`src/rtl/alu_shift_seq.sv`:
```
// Multi-count shift/rotate sequencer for x86 group-2 opcodes.
// It steps an external single-bit combinational ALU once per clock and tracks CF/OF itself.
module alu_shift_seq (
  input  logic        clock,
  input  logic        reset,
  input  logic        start,
  input  logic [2:0]  mode,
  input  logic        bit16,
  input  logic [15:0] operand,
  input  logic [7:0]  count,
  input  logic        cf_in,
  output logic        busy,
  output logic        done,
  output logic [15:0] result,
  output logic        cf_out,
  output logic        of_out,
  output logic        flags_we,
  output logic [3:0]  alu_op,
  output logic [15:0] alu_a,
  output logic        alu_bit16,
  output logic        alu_cf,
  input  logic [15:0] alu_res
);

  localparam logic [1:0] IDLE = 2'd0;
  localparam logic [1:0] RUN  = 2'd1;
  localparam logic [1:0] FIN  = 2'd2;

  logic [1:0]  state;
  logic [2:0]  mode_r;
  logic        bit16_r;
  logic [15:0] acc;
  logic        cf;
  logic [4:0]  cnt;

  logic [15:0] operand_m;
  logic        count_zero;
  logic [15:0] step_acc;
  logic        old_msb;
  logic        new_msb;
  logic        new_msb1;
  logic        step_cf;
  logic        step_of;

  assign busy      = (state != IDLE);
  assign done      = (state == FIN);
  assign alu_op    = {1'b1, mode_r};
  assign alu_a     = acc;
  assign alu_bit16 = bit16_r;
  assign alu_cf    = cf;

  assign operand_m  = bit16 ? operand : {8'h00, operand[7:0]};
  assign count_zero = ((count & 8'h1F) == 8'h00);

  // One ALU step: the carry is the bit shifted out of the old value, OF is judged on the new one.
  always_comb begin
    step_acc = bit16_r ? alu_res : {8'h00, alu_res[7:0]};
    old_msb  = bit16_r ? acc[15] : acc[7];
    new_msb  = bit16_r ? step_acc[15] : step_acc[7];
    new_msb1 = bit16_r ? step_acc[14] : step_acc[6];
    step_cf  = mode_r[0] ? acc[0] : old_msb;
    step_of  = 1'b0;
    case (mode_r)
      3'd0, 3'd2, 3'd4, 3'd6: step_of = new_msb ^ step_cf;
      3'd1, 3'd3:             step_of = new_msb ^ new_msb1;
      3'd5:                   step_of = old_msb;
      default:                step_of = 1'b0;
    endcase
  end

  // Writeback values are loaded on the edge entering FIN and then held until the next load.
  always_ff @(posedge clock) begin
    if (reset) begin
      state    <= IDLE;
      mode_r   <= 3'd0;
      bit16_r  <= 1'b0;
      acc      <= 16'h0000;
      cf       <= 1'b0;
      cnt      <= 5'd0;
      result   <= 16'h0000;
      cf_out   <= 1'b0;
      of_out   <= 1'b0;
      flags_we <= 1'b0;
    end else begin
      case (state)
        IDLE: begin
          if (start) begin
            mode_r  <= mode;
            bit16_r <= bit16;
            acc     <= operand_m;
            cf      <= cf_in;
            cnt     <= count[4:0];
            if (count_zero) begin
              state    <= FIN;
              result   <= operand_m;
              cf_out   <= cf_in;
              of_out   <= 1'b0;
              flags_we <= 1'b0;
            end else begin
              state <= RUN;
            end
          end
        end
        RUN: begin
          acc <= step_acc;
          cf  <= step_cf;
          cnt <= cnt - 5'd1;
          if (cnt == 5'd1) begin
            state    <= FIN;
            result   <= step_acc;
            cf_out   <= step_cf;
            of_out   <= step_of;
            flags_we <= 1'b1;
          end
        end
        FIN:     state <= IDLE;
        default: state <= IDLE;
      endcase
    end
  end

endmodule

```
`config.mk`:
```
export PLATFORM = sky130hd
export DESIGN_NAME = alu_shift_seq
export DESIGN_NICKNAME = d
export VERILOG_FILES = /design/src/rtl/alu_shift_seq.sv
export SDC_FILE = /design/constraint.sdc
export NUM_CORES = 1
export LEC_CHECK = 0
export ABC_AREA = 1
export CORE_MARGIN = 5
export CORE_UTILIZATION = 46
export DETAILED_ROUTE_END_ITERATION = 10
export PLACE_DENSITY = 0.86
export SYNTH_ARGS = -nofsm -noshare
export SYNTH_HDL_FRONTEND = slang
export SYNTH_SLANG_ARGS = --single-unit
```
`constraint.sdc`:
```
create_clock -name clock -period 2.15 [get_ports clock]
set_input_delay 0.645 -clock clock [delete_from_list [all_inputs] [get_ports clock]]
set_output_delay 0.645 -clock clock [all_outputs]
set_load 0.05 [all_outputs]
```
# After elaboration in Yosys (flattened, before gate mapping)
# Cells that the tools add are included.
# totals
reg_bits	47
latchBits	0
mem_bits_rw	0
romBits	0
elab_cells	67
memories	0
# classes
addsub	1
mul	0
n_div	0
n_lt_le_gt_ge	0
n_eq_ne	12
n_shift	0
mux	31
n_bitwise	2
reduce_logical	11
# ops
op	n
16-bit two-way mux	6
16-bit case mux with 2 select lines	2
1-bit two-way mux	12
5-bit case mux with 2 select lines	1
3-bit == test, second input constant	3
8-bit logical NOT	1
1-bit case mux with 2 select lines	4
3-bit by 2-bit == test with 1-bit output, second input constant	2
2-bit two-way mux	3
2-bit inequality test, second input constant	3
2-bit AND reduction	3
5-bit by 1-bit == test with 1-bit output, second input constant	1
5-bit two-way mux	1
5-bit by 1-bit subtractor with 5-bit output, second input constant	1
2-bit case mux with 2 select lines	1
4-bit AND reduction	1
2-bit nonzero test	2
4-bit OR reduction	1
3-bit by 1-bit == test with 1-bit output, second input constant	1
3-bit logical NOT	1
1-bit case mux with 3 select lines	1
2-bit by 1-bit == test with 1-bit output, second input constant	1
2-bit == test, second input constant	1
2-bit logical NOT	1
other kinds (2)	3

# Longest topological paths before layout
# depth
ltp_word	6
mapped_depth	10
depth_no_buf	9

# Least setup slack after synthesis
# No wires, ideal clock.
# synth_path
path_type	register to output
startpoint	reg state[1]
endpoint	out done
arrival_ps	1013
required_time_ps	1505
setup_slack_ps	492
path_stages_with_launch	3
n_path_buf	0
cell_sequence	dfxtp_1 > inv_2 > nor2_1
# synth_via
elab_chain_cells	1
# synth_rtl
element	line	rtl
from (decl)	29	logic [1:0] state;
from (signal assigned)	74	state <= IDLE;
from (signal assigned)	94	state <= FIN;
from (signal assigned)	100	state <= RUN;
2-bit == test	46	assign done = (state == FIN);
to (decl)	13	output logic done,
# Every way passes these cells.

# Worst setup path in the final report
# layout_path
startpoint	reg result[9]
endpoint	out result[9]
# layout_rtl
element	line	rtl
from (decl)	14	output logic [15:0] result,
from (signal assigned)	95	result <= operand_m;
from (signal assigned)	110	result <= step_acc;
# No word-level cell between the ends.

==> metrics.md <==
| Metric | Value |
|---|---|
| All-Layer GR Usage | `0.197` |
| Final Non-Filler Cells | `432` |
| Largest net degree at the start of global routing | `30` |
| First-pass GRT wire length | `9640 um` |
| Switch Pwr | `1.05 mW` |
| CP Class | `register to primary output` |
| Combinational fraction of design power | `0.403` |
| Worst min-delay path startpoint | `cnt[4]$_SDFFE_PP0P_` |
| Reg2reg setup slack | `630 ps` |
| Hold Path Stages | `2` |
| Area of the multi-input gates | `1000 um^2` |
| CTS root buffer | `clkbuf_8` |
| Max VDD drop | `0.000518 V` |
| DR pass1 iterations | `4` |
| Layout net count | `430` |
| CP max FO | `2` |
| CTS max path bufs | `2` |
| Sequential element share of the synthesized area | `0.437` |
| Initial DRC Count | `203` |
| Die Ht | `78.4 um` |
| Commonest non-fill, non-tap cells in the layout | `clkdlybuf4s50_1, nand2_1, nor2_1` |
| Post-synth top area cell | `dfxtp_1` |
| Antenna violations before repair | `0` |
| Max Transition Viols Final | `0` |
| Number of synthesized flops with an enable pin | `0` |
| Worst hold slack | `468 ps` |
| Clk pin slew, worst setup/hold paths | `80 ps` |
| Die area | `6150 um^2` |
| I/O Pins | `91` |
| Max-cap viol count | `0` |
| IO buf count | `86` |
| Critical Path RT | `1500 ps` |
| Hold Path Sink | `cnt[4]$_SDFFE_PP0P_` |
| Via count | `2206` |
| Average routed wire per standard cell | `13.9 um` |
| Final setup vio count | `0` |
| Die Wd | `78.4 um` |
| Gate Count Post-Synth | `297` |
| Fillers | `390` |
| Startpoint Class | `register` |
| Hold Path Class | `register to register` |
| Routed wire length | `6010 um` |
| CTS Buf Count | `5` |
| Postcts setup bufs | `0` |
| Clock tree from TritonCTS | `built` |
| R2r worst-path depth | `9` |
| Crit path buf inv count | `1` |
| Clk_lat worst skew | `290 ps` |
| DRC viols | `0` |
| FF/Latch Area | `941 um^2` |
| Post-Syn Nets | `347` |
| Vias per Instance | `5.11` |
| Final hold vios | `0` |
| CP max stage cell | `clkdlybuf4s50_1` |
| Area Growth Syn to Fin | `42.2%` |
| Fmax | `477 MHz` |
| Share of synthesized registers carrying an async set or reset | `0` |
| Crit-path leading delay family | `buffers and inverters` |
| Initial core utilization | `0.485` |
| Post-synth cell types | `28` |
| Worst-Margin Slew | `531 ps` |
| Synth warn | `0` |
| CP cell instances | `clkdlybuf4s50_1` |
| Area post-placement | `2970 um^2` |
| Number of synthesized register bits | `47` |
| Post-route clock period utilization | `0.974` |
| Share of cells above drive strength 1 | `0.118` |
| R2r startpoint | `state[1]$_SDFFE_PP0P_` |
| Clk sinks | `47` |
| P per Cell Area | `868 nW/um^2` |
| Sw frac | `0.396` |
| Commonest non-fill, non-tap cell in the layout | `clkdlybuf4s50_1` |
| Crit path capture type | `primary output` |
| Diodes inserted | `0` |
| Leakage power | `1.34 nW` |
| Vias in the first global route | `2024` |
| End of the worst register-to-register path | `result[14]$_SDFFE_PP0P_` |
| CTS Hold Bufs | `0` |
| Crit path largest cell delay | `810 ps` |
| Flop pwr share | `0.398` |
| H-tree depth | `2` |
| Rows | `24` |
| Placed cells | `425` |
| Data arrival, critical path | `1450 ps` |
| PostCTS Resize Cnt | `0` |
| Final Wtd Congestion | `0.839` |
| Post-DP HPWL | `4560 um` |
| RSZ-0062 raised after global routing | `false` |
| Mean post-synth cell area | `7.25 um^2` |
| Tmin final | `2100 ps` |
| Clock Power Share | `0.200` |
| Max_slew headroom | `0.645` |
| Synth top area share | `0.437` |
| Post-route ant nets | `0` |
| Total grt overflow | `0` |
| Ys flop type | `dfxtp_1` |
| CORE AREA | `4440 um^2` |
| Mapped Area | `2150 um^2` |
| Ranking of synthesized cells by area | `dfxtp_1, nand2_1, nor2_1` |
| Clock skew | `6.83 ps` |
| Final instance area | `3060 um^2` |
| Setup TNS | `0 ps` |
| Finished Core Util | `0.689` |
| Internal power | `1.61 mW` |
| Status | `finished, final reports clean` |
layer usage:
metal	up-vias	routed length, um	global-route usage
met5	-	0	0
li1	1138	-	-
met3	5	282	0.0320
met2	65	3070	0.333
met4	0	67	0.0664
met1	998	2590	0.256
kinds of logic after synthesis:
| kind of cell | after synthesis | synth area share |
|---|---|---|
| AOI/OAI and AO/OA | 79 | 0.203 |
| xor gates and xnor gates | 3 | 0.0122 |
| adders and majority gates | 2 | 0.0116 |
| buffers and inverters | 39 | 0.0988 |
| DFF | 47 | 0.437 |
| other | 1 | 0.00174 |
| and+or+nand+nor | 126 | 0.236 |
worst register-to-register path, cell delays in order (launching register included):
cell and delay [ps]:
dfxtp_1 350, inv_2 50, nand2_2 70, buf_4 240, nand2_1 80, inv_1 230
nand2_1 70, o21ai_0 150, o21ai_1 120, nor2_1 90
area by class of cell:
class / count / area share
Clock buffer: 6 / 0.0270
Clock inverter: 1 / 0.00163
Inverter: 22 / 0.0286
Multi-Input combinational cell: 211 / 0.327
Sequential cell: 47 / 0.307
Tap cell: 52 / 0.0213
Timing Repair Buffer: 93 / 0.288
through the flow:
step           setup slack [ps]  power, mW
6_report                   54.9       2.66
5_1_grt                    11.8       2.81
4_1_cts                    47.5       2.67
3_5_place_dp               38.5       2.15
3_3_place_gp               46.7       2.13
2_1_floorplan               492       1.81
Yosys cell counts, types with 3 or more instances:
master	n
inv_2	3
dfxtp_1	47
buf_2	6
inv_1	18
nor2_1	48
a21oi_1	12
nand2_1	61
nand3_1	11
clkbuf_1	4
buf_6	4
xor2_1	3
a31oi_1	15
o21ai_1	14
o21ai_0	33
power groups by stage:
| stage | Combinational (mW) | Clock, mW | Sequential (mW) |
|---|---|---|---|
| floorplan | 0.418 | 0 | 1.39 |
| global placement | 1.05 | 0 | 1.07 |
| detailed placement | 1.07 | 0 | 1.08 |
| CTS | 1.07 | 0.539 | 1.06 |
| global route | 1.15 | 0.588 | 1.07 |
| finish | 1.07 | 0.531 | 1.06 |
how the worst max path moves through the flow:
| stage | start | endpoint | slack (ps) | cells after the start |
|---|---|---|---|---|
| final | result[9]$_SDFFE_PP0P_ | result[9] | 50 | 1 |
| after global routing | result[9]$_SDFFE_PP0P_ | result[9] | 10 | 1 |
| after CTS | result[9]$_SDFFE_PP0P_ | result[9] | 50 | 1 |
| after detailed placement | count[3] | result[15]$_SDFFE_PP0P_ | 40 | 7 |
| after global placement | count[1] | cf_out$_SDFFE_PP0P_ | 50 | 7 |
| after floorplan | state[1]$_SDFFE_PP0P_ | done | 490 | 2 |
flip-flops by register name, indices dropped and copies added (netlist names):
name / cells
cf_out: 1
of_out: 1
flags_we: 1
alu_cf: 1
result: 16
mode_r: 3
state: 2
alu_bit16: 1
cnt: 5
alu_a: 16
No activity file was read; power rests on OpenSTA's default activity.
